**src/rtl/serial_frame_receiver_if.sv**
```systemverilog
// serial_frame_receiver_if: serial input, bit strobe, parallel word handshake
// and status flags of the serial frame receiver.
//  master : the producer/consumer side (drives sin, en, ack)
//  slave  : the receiver itself
interface serial_frame_receiver_if #(
    parameter int WIDTH  = 8,
    parameter int FCNT_W = 8
);
    logic              sin;
    logic              en;
    logic              ack;
    logic [WIDTH-1:0]  data_out;
    logic              valid;
    logic              frame_err;
    logic              overrun;
    logic [FCNT_W-1:0] frame_cnt;

    modport master (
        output sin, en, ack,
        input  data_out, valid, frame_err, overrun, frame_cnt
    );

    modport slave (
        input  sin, en, ack,
        output data_out, valid, frame_err, overrun, frame_cnt
    );
endinterface

```
**src/rtl/serial_frame_receiver.sv**
```systemverilog
// serial_frame_receiver: frames a strobed serial stream as
//   start(1), WIDTH data bits MSB first, [even parity bit], stop(0)
// and presents accepted words on a valid/ack handshake with an
// accepted-frame counter and a sticky overrun flag.
// Optional feature macro: SFR_PARITY_EN (adds the even-parity bit).
module serial_frame_receiver #(
    parameter int WIDTH  = 8,
    parameter int FCNT_W = 8
) (
    input  logic                  clk_i,
    input  logic                  rst_i,
    serial_frame_receiver_if.slave bus
);
    localparam int CNT_W = $clog2(WIDTH + 1);

`ifdef SFR_PARITY_EN
    typedef enum logic [1:0] {S_IDLE, S_DATA, S_PARITY, S_STOP} state_t;
`else
    typedef enum logic [1:0] {S_IDLE, S_DATA, S_STOP} state_t;
`endif

    state_t              state_q, state_d;
    logic [WIDTH-1:0]    shreg_q, shreg_d;
    logic [CNT_W-1:0]    bitcnt_q, bitcnt_d;
    logic [WIDTH-1:0]    data_q, data_d;
    logic                valid_q, valid_d;
    logic                ferr_q, ferr_d;
    logic                ovr_q, ovr_d;
    logic [FCNT_W-1:0]   fcnt_q, fcnt_d;
    logic                frame_ok;
`ifdef SFR_PARITY_EN
    logic                par_q, par_d;
`endif

    // Frame is good when the stop bit is 0 (and, with parity, the even-parity check holds).
`ifdef SFR_PARITY_EN
    assign frame_ok = !bus.sin && ((^shreg_q ^ par_q) == 1'b0);
`else
    assign frame_ok = !bus.sin;
`endif

    // State and datapath registers; async reset discards any partial frame.
    always_ff @(posedge clk_i or posedge rst_i) begin
        if (rst_i) begin
            state_q  <= S_IDLE;
            shreg_q  <= '0;
            bitcnt_q <= '0;
            data_q   <= '0;
            valid_q  <= 1'b0;
            ferr_q   <= 1'b0;
            ovr_q    <= 1'b0;
            fcnt_q   <= '0;
`ifdef SFR_PARITY_EN
            par_q    <= 1'b0;
`endif
        end else begin
            state_q  <= state_d;
            shreg_q  <= shreg_d;
            bitcnt_q <= bitcnt_d;
            data_q   <= data_d;
            valid_q  <= valid_d;
            ferr_q   <= ferr_d;
            ovr_q    <= ovr_d;
            fcnt_q   <= fcnt_d;
`ifdef SFR_PARITY_EN
            par_q    <= par_d;
`endif
        end
    end

    // Next-state logic; the FSM only moves on bit-strobe cycles.
    always_comb begin
        state_d = state_q;
        if (bus.en) begin
            case (state_q)
                S_IDLE:   if (bus.sin) state_d = S_DATA;
                S_DATA: begin
                    if (bitcnt_q == CNT_W'(WIDTH - 1)) begin
`ifdef SFR_PARITY_EN
                        state_d = S_PARITY;
`else
                        state_d = S_STOP;
`endif
                    end
                end
`ifdef SFR_PARITY_EN
                S_PARITY: state_d = S_STOP;
`endif
                S_STOP:   state_d = S_IDLE;
                default:  state_d = S_IDLE;
            endcase
        end
    end

    // Datapath/output next values: shifting, stop-bit decision and handshake.
    always_comb begin
        shreg_d  = shreg_q;
        bitcnt_d = bitcnt_q;
        data_d   = data_q;
        valid_d  = valid_q;
        ferr_d   = 1'b0;
        ovr_d    = ovr_q;
        fcnt_d   = fcnt_q;
`ifdef SFR_PARITY_EN
        par_d    = par_q;
`endif
        // Consumer takes the word; a same-cycle accept below may reload it.
        if (valid_q && bus.ack) begin
            valid_d = 1'b0;
        end
        if (bus.en) begin
            case (state_q)
                S_IDLE: begin
                    if (bus.sin) bitcnt_d = '0;
                end
                S_DATA: begin
                    shreg_d  = {shreg_q[WIDTH-2:0], bus.sin};
                    bitcnt_d = bitcnt_q + CNT_W'(1);
                end
`ifdef SFR_PARITY_EN
                S_PARITY: begin
                    par_d = bus.sin;
                end
`endif
                S_STOP: begin
                    if (frame_ok) begin
                        if (!valid_q || bus.ack) begin
                            data_d  = shreg_q;
                            valid_d = 1'b1;
                            fcnt_d  = fcnt_q + FCNT_W'(1);
                        end else begin
                            ovr_d = 1'b1;
                        end
                    end else begin
                        ferr_d = 1'b1;
                    end
                end
                default: ;
            endcase
        end
    end

    assign bus.data_out  = data_q;
    assign bus.valid     = valid_q;
    assign bus.frame_err = ferr_q;
    assign bus.overrun   = ovr_q;
    assign bus.frame_cnt = fcnt_q;

endmodule

```
**src/flat_wrapper.sv**
```systemverilog
// flat-port wrapper written by rule: the top's interface ports become plain ports
module serial_frame_receiver_flat 
#(
    parameter int WIDTH  = 8,
    parameter int FCNT_W = 8
)
  (clk_i, rst_i, bus_sin, bus_en, bus_ack, bus_data_out, bus_valid, bus_frame_err, bus_overrun, bus_frame_cnt);
  serial_frame_receiver_if #(.WIDTH(WIDTH), .FCNT_W(FCNT_W)) bus_i ();
  input  logic clk_i;
  input  logic rst_i;
  input wire logic [$bits(bus_i.sin)-1:0] bus_sin;
  input wire logic [$bits(bus_i.en)-1:0] bus_en;
  input wire logic [$bits(bus_i.ack)-1:0] bus_ack;
  output wire logic [$bits(bus_i.data_out)-1:0] bus_data_out;
  output wire logic [$bits(bus_i.valid)-1:0] bus_valid;
  output wire logic [$bits(bus_i.frame_err)-1:0] bus_frame_err;
  output wire logic [$bits(bus_i.overrun)-1:0] bus_overrun;
  output wire logic [$bits(bus_i.frame_cnt)-1:0] bus_frame_cnt;
  assign bus_i.sin = bus_sin;
  assign bus_i.en = bus_en;
  assign bus_i.ack = bus_ack;
  assign bus_data_out = bus_i.data_out;
  assign bus_valid = bus_i.valid;
  assign bus_frame_err = bus_i.frame_err;
  assign bus_overrun = bus_i.overrun;
  assign bus_frame_cnt = bus_i.frame_cnt;
  serial_frame_receiver #(.WIDTH(WIDTH), .FCNT_W(FCNT_W)) u_core (.clk_i(clk_i), .rst_i(rst_i), .bus(bus_i));
endmodule
```
**config.mk**
```make
export PLATFORM = sky130hd
export DESIGN_NAME = serial_frame_receiver_flat
export DESIGN_NICKNAME = d
export VERILOG_FILES = /design/src/rtl/serial_frame_receiver_if.sv /design/src/rtl/serial_frame_receiver.sv /design/src/flat_wrapper.sv
export SDC_FILE = /design/constraint.sdc
export NUM_CORES = 1
export LEC_CHECK = 0
export ABC_AREA = 1
export CAP_MARGIN = 15
export CORE_MARGIN = 2
export CORE_UTILIZATION = 55
export DETAILED_ROUTE_END_ITERATION = 12
export PLACE_DENSITY = 0.83
export SYNTH_ARGS = -nofsm -noshare
export SYNTH_HDL_FRONTEND = slang
export SYNTH_SLANG_ARGS = --single-unit
export TNS_END_PERCENT = 10
```
**constraint.sdc**
```tcl
create_clock -name clk_i -period 2.74 [get_ports clk_i]
set_input_delay 0.548 -clock clk_i [delete_from_list [all_inputs] [get_ports clk_i]]
set_output_delay 0.548 -clock clk_i [all_outputs]
set_load 0.01 [all_outputs]
```
==> metrics.txt, run 1 <==
cts hold-fix bufs=0; CP Capture Type=output port; root buffer cell=clkbuf_4; Iteration-0 DRC Markers=38; clock slew at reported path FFs=0.11 ns; HP Class=reg -> reg; cell family with most CP delay=buffers and inverters; antenna cells=0; count leader, synth=nand2_1; setup_tns=0 ns; first-pass GRT wire length=4460 µm; total gr overflow=0; CP max stage cell=clkdlybuf4s50_1; Final GP Congestion=0.828; Yosys warning count=0; Final Setup Violations=0; Worst Path Buf+Inv=1; synth cell count leaders=61 x nand2_1, 33 x dfrtp_1, 18 x inv_1; DRC violations left=0; PwrDens=923 mW/mm²; area grow syn2layout=19.8%; CTS tree=done; PnR worst setup slack=between 0.7 and 0.8 ns; Largest stage delay, worst path=0.58 ns; CP Max Fanout=7; cts repair resizes=0; Power Total=between 1500 and 2000 µW; Tmin final=just under 2 ns; largest area contributor in the netlist=dfrtp_1; initial antenna violation count=0; drt pass-1 iters=4; detailed-route wire length per cell=11.3 µm; final hold slack=0.491 ns; Comb power frac=38.2%; num rows=19; Sw Share=38.2%; top cells by area, synth=dfrtp_1 54%, nand2_1 15%, o21ai_2 7.5%, inv_1 4.4%, nand3_1 2.3%; die width=56.7 µm; GRT Total Usage=18.9%; Fin. Hold Viols=0; Longest Clk Path Bufs=2; syn avg cell area=8.97 µm²; Max-slew headroom=69.9%; Via Count=1176; number of synthesized flops with an enable pin=0; Cell Chain, Critical Path=clkdlybuf4s50_1; vias in the first global route=1029; Core Util, Final=68.0%; Cell Area, Synth=0.00153 mm²; max-cap violation count=0; HPWL after DPL=1860 µm; Clk pwr share=15.8%; peak supply drop=837 µV; CTS HTree Levels=2; CP arrival=1.40 ns; core area=0.00269 mm²; Die Ht=between 50 and 60 µm; fraction of layout cells with a size suffix above 1=15.1%; io pins=24; worst skew pair latency=approximately 0.35 ns; part of the power in registers=46.0%; syn nets=177; dpl ws=0.700 ns; Cells after Synth=170; Final nets=205; post-synthesis sequential area ratio=54.1%; Yosys cell types=23; Max Freq=between 500 and 600 MHz; Clock Skew=between 0.015 and 0.02 ns; startpoint types=register; Net Sw Power=644 µW; pin count of the biggest net entering global routing=34; TritonCTS Buffers=5; Routed Antenna Nets=0; RSZ-0062 raised after global routing=false; post-CTS setup buffers=0; Worst-Margin Slew=roughly 0.45 ns; WP data required=2.19 ns; Crit Path Category=reg -> out; Internal=1040 µW; run status=finished clean; CTS sink cnt=33; initial core utilization=56.8%; ys async rst share=100%; leakage power=0.000878 µW; prevailing post-synth register cell=dfrtp_1; WL final=2600 µm; via/cell ratio=5.11; number of port buffers=23; FF+latch count, synth=33; period utilization=between 70 and 80%; Yosys top cell area share=54.1%; die area=between 0.003 and 0.004 mm²; Final Max Slew Viols=0
[worst reg2reg max path: stages (launching register included)]
cell     delay, ns
dfrtp_1       0.45
inv_2         0.11
nand2_1       0.08
nor2_2        0.12
nand2_2       0.28
xor2_1        0.24
[layout make-up]
class	instances	area, µm²
Inverter	19	71.3
Tap cell	31	38.8
Clock buffer	5	37.5
Sequential cell	33	826
Timing Repair Buffer	24	238
Multi-Input combinational cell	115	598
Fill cell	211	860
Clock inverter	3	17.5
[flip-flops by register name (all words and copies together) (netlist names)]
signal	flops
u_core.bus.data_out	8
u_core.bus.frame_cnt	8
u_core.shreg_q	8
u_core.bitcnt_q	4
u_core.state_q	2
u_core.bus.frame_err	1
u_core.bus.overrun	1
u_core.bus.valid	1
[worst paths after layout]
path | startpoint | to | slack, ns | cells after the start
hold reg to reg | u_core.bus.data_out[5] | u_core.bus.data_out[5] | 0.49 | 2
hold / removal | u_core.bus.data_out[5] | u_core.bus.data_out[5] | 0.49 | 2
min in group asynchronous | rst_i | u_core.shreg_q[1] | 0.58 | 3
setup reg to reg | u_core.state_q[0] | u_core.bus.frame_cnt[0] | 1.33 | 5
max in group asynchronous | rst_i | u_core.bus.frame_cnt[6] | 1.86 | 3
setup / recovery | u_core.bus.frame_cnt[2] | bus_frame_cnt[2] | 0.79 | 1
[per-stage QoR]
| stage | std cells | instance area (µm²) |
|---|---|---|
| 3_5_place_dp | 222 | 1770 |
| 4_1_cts | 230 | 1830 |
| 2_1_floorplan | 170 | 1530 |
| 6_report | 230 | 1830 |
| 5_1_grt | 230 | 1830 |
| 3_3_place_gp | 222 | 1770 |
[power by group through the flow]
stage | combinational, µW | sequential, µW | clock (µW)
2_1_floorplan | 393 | 799 | 0
3_3_place_gp | 630 | 774 | 0
3_5_place_dp | 653 | 782 | 0
4_1_cts | 653 | 774 | 276
5_1_grt | 716 | 800 | 297
6_report | 645 | 775 | 267
[routing by layer]
| layer | up-vias | wire (µm) | GRT usage, % | part of all wire (%) |
|---|---|---|---|---|
| li1 | 591 | - | - | - |
| met1 | 554 | 1170 | 22.5 | 45 |
| met2 | 23 | 1220 | 28.9 | 47 |
| met3 | 8 | 132 | 7.14 | 5.1 |
| met4 | 0 | 77 | 11.6 | 3.0 |
| met5 | - | 0 | 0 | 0 |
[logic make-up (layout without fill, tap and decap cells)]
logic type,after synthesis,count (layout),share of synthesized area [%]
simple gates,86,86,24.2
flops,33,33,54.1
compound gates,23,23,11.1
buf+inv,22,51,6.64
xor+xnor,4,4,2.30
fa+ha+maj,2,2,1.64
[cell usage in the layout (no fill, tap or decap)]
cell type / instances
nand2_1: 61
dfrtp_1: 33
clkdlybuf4s50_1: 23
inv_1: 18
o21ai_2: 13
nor2_1: 7
nand3_1: 7
clkbuf_4: 5
o21ai_0: 4
nand2_2: 3
xnor2_1: 3
o21ai_1: 3
nor2_2: 2
nor2_4: 2
nand4_1: 2
ha_1: 2
clkinv_2: 2
inv_2: 1
xor2_1: 1
o21bai_1: 1
nor3_1: 1
a21oi_1: 1
nand3b_1: 1
a22oi_1: 1
clkinvlp_4: 1
buf_4: 1
No activity file was read; power rests on OpenSTA's default activity.
==> inputs of run 2 (changes only) <==
--- a/config.mk
+++ b/config.mk
@@ -8,9 +8,9 @@
 export ABC_AREA = 1
 export CAP_MARGIN = 15
 export CORE_MARGIN = 2
-export CORE_UTILIZATION = 55
+export CORE_UTILIZATION = 52
 export DETAILED_ROUTE_END_ITERATION = 12
-export PLACE_DENSITY = 0.83
+export PLACE_DENSITY = 0.8
 export SYNTH_ARGS = -nofsm -noshare
 export SYNTH_HDL_FRONTEND = slang
 export SYNTH_SLANG_ARGS = --single-unit
==> constraint.sdc (replaced) <==
create_clock -name clk_i -period 1.8 [get_ports clk_i]
set_input_delay 0.36 -clock clk_i [delete_from_list [all_inputs] [get_ports clk_i]]
set_output_delay 0.36 -clock clk_i [all_outputs]
set_load 0.01 [all_outputs]
==> run 2 against run 1 <==
Against the previous run:
- critical path depth stayed put
- sequential share of layout area up 0.13 points
- setup slack lost 0.73 ns
- via count barely moved
- count of clock-buffer cells in the layout is 1 higher
- die area rose by 5.4%
- critical path type unchanged
- critical endpoint is now bus_frame_cnt[3]
- clock power up 53%
==> metrics.txt, run 2 (synthesized netlist as in run 1, its figures left out) <==
run status=finished clean; Final Setup Violations=0; fraction of layout cells with a size suffix above 1=15.1%; CP Max Fanout=6; CTS HTree Levels=2; Tmin final=1.74 ns; WL final=around 2800 µm; leakage power=0.000878 µW; pin count of the biggest net entering global routing=34; TritonCTS Buffers=5; PnR worst setup slack=approximately 0.062 ns; Final GP Congestion=around 0.84; startpoint types=register; Power Total=2590 µW; drt pass-1 iters=4; die area=0.00338 mm²; number of port buffers=23; num rows=19; initial core utilization=a little over half; dpl ws=-0.0398 ns; Max-slew headroom=between 60% and 70%; Die Ht=58.2 µm; critical path depth=1; root buffer cell=clkbuf_4; max-cap violation count=0; Iteration-0 DRC Markers=between 50 and 60; Crit Path Category=reg -> out; first-pass GRT wire length=5110 µm; post-CTS setup buffers=0; Worst Path Buf+Inv=1; Via Count=between 1000 and 1500; Cell Chain, Critical Path=clkdlybuf4s50_1; clock slew at reported path FFs=roughly 0.10 ns; cts hold-fix bufs=0; CP Capture Type=output port; cells on worst reg2reg path=6; io pins=24; CP max stage cell=clkdlybuf4s50_1; PwrDens=~1400 mW/mm²; Clock Skew=around 0.0057 ns; period utilization=96.5%; Final nets=roughly 210; Comb power frac=38.6%; antenna cells=0; Routed Antenna Nets=0; Clk pwr share=15.7%; Internal=1590 µW; part of the power in registers=45.7%; Fill cells=237; Worst-Margin Slew=between 0.4 and 0.5 ns; WP data required=1.44 ns; RSZ-0062 raised after global routing=false; core area=0.00278 mm²; CTS sink cnt=33; die width=58.2 µm; Max Freq=~580 MHz; cell family with most CP delay=buffers and inverters; most common cell after layout, fill and taps aside=nand2_1; most frequent cells in the layout=61 x nand2_1, 32 x dfrtp_1, 23 x clkdlybuf4s50_1, 18 x inv_1, 13 x o21ai_2; Final Max Slew Viols=0; Fin. Hold Viols=0; Longest Clk Path Bufs=2; via/cell ratio=5.11; peak supply drop=1190 µV; CTS tree=done; HP Class=in -> async; worst skew pair latency=0.34 ns; Net Sw Power=1000 µW; GRT Total Usage=20.1%; Sw Share=38.6%; vias in the first global route=1177; detailed-route wire length per cell=12.2 µm; area grow syn2layout=19.6%; CP arrival=~1.4 ns; total gr overflow=0; Largest stage delay, worst path=0.57 ns; DRC violations left=0; initial antenna violation count=0; HPWL after DPL=1970 µm
-- run 2: tightest hold or removal path, cell delays in order --
cell	delay (ns)
clkdlybuf4s50_1	0.39
inv_1	0.05
buf_4	0.36
-- run 2: path summary, 6_finish.rpt --
kind	startpoint	slack [ns]	end
worst min-delay path	rst_i	0.40	u_core.bus.overrun
min in group clk_i	u_core.bus.overrun	0.49	u_core.bus.overrun
worst min register to register	u_core.bus.overrun	0.49	u_core.bus.overrun
max in group asynchronous	rst_i	1.08	u_core.bus.frame_cnt[2]
worst max register to register	u_core.state_q[0]	0.39	u_core.bus.data_out[6]
worst max-delay path	u_core.bus.frame_cnt[3]	0.06	bus_frame_cnt[3]
-- run 2: stage by stage --
stage	setup TNS, ns	utilization (%)	hold slack (ns)	std cells	cell area (µm²)
final	0	65.6	0.397	230	1820
after global routing	0	65.6	0.453	230	1820
after CTS	0	65.5	0.406	230	1820
after detailed placement	-0.173	63.7	0.471	222	1770
after global placement	0	63.7	0.460	222	1770
after floorplan	0	-	0.442	170	1530
-- run 2: power by group through the flow --
| stage | combinational, µW | sequential [µW] | clock, µW |
|---|---|---|---|
| floorplan | 598 | 1220 | 0 |
| global placement | 966 | 1180 | 0 |
| detailed placement | 1000 | 1190 | 0 |
| CTS | 1010 | 1180 | 419 |
| global route | 1130 | 1220 | 443 |
| finish | 1000 | 1190 | 408 |
-- run 2: cell type report --
cell class / count / area, µm² / area share [%]
clock inverter: 2 / 10.0 / 0.549
inverter: 19 / 71.3 / 3.91
tap: 31 / 38.8 / 2.13
timing repair buffer: 24 / 238 / 13.0
clock buffer: 6 / 41.3 / 2.26
multi-input combinational: 115 / 598 / 32.8
sequential: 33 / 827 / 45.3
-- run 2: routing by layer --
layer  vias to the layer above  routed length [µm]  global-route usage [%]
met1                       552                1280                    24.9
met4                         0                  39                    7.64
li1                        593                   -                       -
met3                         5                 143                    7.37
met2                        25                1350                    32.3
met5                         -                   0                       0
-- run 2: repair_timing --
item,4_1_cts,5_1_grt
endpoints found under the hold margin,0,0
resized for setup,0,1
endpoints found under the setup margin,0,1
==> inputs of run 3 (changes only) <==
--- a/config.mk
+++ b/config.mk
@@ -11,6 +11,7 @@
 export CORE_UTILIZATION = 52
 export DETAILED_ROUTE_END_ITERATION = 12
 export PLACE_DENSITY = 0.8
+export REMOVE_ABC_BUFFERS = 1
 export SYNTH_ARGS = -nofsm -noshare
 export SYNTH_HDL_FRONTEND = slang
 export SYNTH_SLANG_ARGS = --single-unit
==> run 3 against run 2 <==
Against the previous run:
- hold slack improved by 0.0040 ns
- fmax grew 1.9%
- total power increased by 6.9%
- cell count increased by 0.87%
- combinational power about the same
- register-to-register slack improved by 0.10 ns
- clock skew grew 0.0061 ns
- largest cell class unchanged
==> metrics.txt, run 3 (synthesized netlist as in run 1, its figures left out) <==
GRT Total Usage=20.0%; antenna cells=0; number of port buffers=23; io pins=24; most frequent cells in the layout=61 x nand2_1, 31 x dfrtp_1, 23 x clkdlybuf4s50_1, 18 x inv_1, 13 x o21ai_2; CP Max Fanout=5; Tmin final=approximately 1.7 ns; non-filler cells, final=232; CP Capture Type=output port; Max Freq=586 MHz; CTS tree=done; Via Count=1213; drt pass-1 iters=4; fraction of layout cells with a size suffix above 1=16.4%; run status=finished clean; cell family with most CP delay=buffers and inverters; WL final=2840 µm; Clock Skew=0.0118 ns; period utilization=94.8%; CTS HTree Levels=2; worst skew pair latency=0.33 ns; initial core utilization=about 55%; via/cell ratio=5.23; die width=about 58 µm; initial antenna violation count=0; RSZ-0062 raised after global routing=false; pin count of the biggest net entering global routing=34; Final GP Congestion=0.821; max-cap violation count=0; Crit Path Category=reg -> out; first-pass GRT wire length=5110 µm; area grow syn2layout=22.9%; Largest stage delay, worst path=around 0.57 ns; most common cell after layout, fill and taps aside=nand2_1; Cell Chain, Critical Path=clkdlybuf4s50_1; CP max stage cell=clkdlybuf4s50_1; die area=0.00338 mm²; PnR worst setup slack=approximately 0.094 ns; Final Setup Violations=0; PwrDens=1480 mW/mm²; startpoint types=register; Final nets=about 210; CTS sink cnt=33; detailed-route wire length per cell=12.2 µm; Fill cells=226; setup_tns=0 ns; Worst R2R End=u_core.bus.frame_cnt[5]; post-CTS setup buffers=0; Worst R2R Setup Slack=0.49 ns; dpl ws=between 0.08 and 0.09 ns; WP data required=1.44 ns; M1 GR Usage=24.6%; Longest Clk Path Bufs=2; cts hold-fix bufs=0; leakage power=0.000898 µW; Fin. Hold Viols=0; Die Ht=58.2 µm; Routed Antenna Nets=0; HPWL after DPL=2060 µm; Max-slew headroom=72.7%; Cells after DPL=224; Top Usage Layer GRT=met2; reg2reg start=u_core.state_q[0]; TritonCTS Buffers=5; GR Util met2=33.0%; DRC violations left=0; clock slew at reported path FFs=~0.10 ns; Iteration-0 DRC Markers=64; core area=0.00278 mm²; CP arrival=about 1.4 ns; met3 Track Usage GR=under 10%; peak supply drop=1070 µV; vias in the first global route=1221; num rows=19; Worst-Margin Slew=0.410 ns; HP Class=in -> async; cells on worst reg2reg path=6; root buffer cell=clkbuf_4; Final Max Slew Viols=0; total gr overflow=0; Worst Path Buf+Inv=1
[run 3: cell types whose count changed in the layout (fill, tap and decap cells not counted), sizes merged]
| cell | change |
|---|---|
| buf | +2 |
| clkbuf | +1 |
| clkinv | -2 |
| bufinv | +1 |
[run 3: layout make-up]
| class | instances | area (µm²) | area share (%) |
|---|---|---|---|
| timing repair buffer | 26 | 253 | 13.5 |
| inverter | 19 | 71.3 | 3.81 |
| sequential | 33 | 828 | 44.2 |
| tap | 31 | 38.8 | 2.07 |
| clock buffer | 7 | 55.1 | 2.94 |
| clock inverter | 1 | 30.0 | 1.60 |
| multi-input combinational | 115 | 598 | 31.9 |
[run 3: layer usage]
| metal | routed length (µm) | share of wire, % |
|---|---|---|
| met5 | 0 | 0 |
| met4 | 40 | 1.4 |
| met3 | 180 | 6.3 |
| met2 | 1410 | 50 |
| met1 | 1200 | 42 |
[run 3: worst max path at each step]
| stage | slack, ns | to | cells after the start | from |
|---|---|---|---|---|
| floorplan | 0.57 | u_core.bus.frame_cnt[0] | 5 | u_core.state_q[0] |
| global placement | 0.15 | u_core.bus.frame_cnt[0] | 6 | bus_en |
| detailed placement | 0.08 | u_core.bus.frame_cnt[5] | 8 | bus_en |
| CTS | 0.02 | bus_frame_cnt[2] | 1 | u_core.bus.frame_cnt[2] |
| global route | 0.04 | bus_frame_cnt[1] | 1 | u_core.bus.frame_cnt[1] |
| finish | 0.09 | bus_frame_cnt[4] | 1 | u_core.bus.frame_cnt[4] |
[run 3: stage by stage]
step | utilization [%] | hold slack [ns] | instance area (µm²) | total power [µW]
after detailed placement | 64.2 | 0.466 | 1790 | 2210
after CTS | 67.3 | 0.409 | 1870 | 2800
after floorplan | - | 0.442 | 1500 | 1790
after global routing | 67.4 | 0.454 | 1870 | 2990
final | 67.4 | 0.401 | 1870 | 2770
after global placement | 64.2 | 0.464 | 1790 | 2160
[run 3: power by group]
group / total (µW) / switching (µW) / leakage, µW / internal, µW
Clock: 578 / 246 / 0.0000455 / 332
Sequential: 1180 / 192 / 0.000439 / 991
Combinational: 1010 / 552 / 0.000413 / 459
Total: 2770 / 990 / 0.000898 / 1780
[run 3: tightest hold or removal path: cells and delay by family]
family / cells / cell delay (ns)
buffers and inverters: 3 / 0.81
[run 3: timing repair]
item                       CTS  global route
hold endpoints to repair     0             0
setup endpoints to repair    0             2
resized for setup            0             2
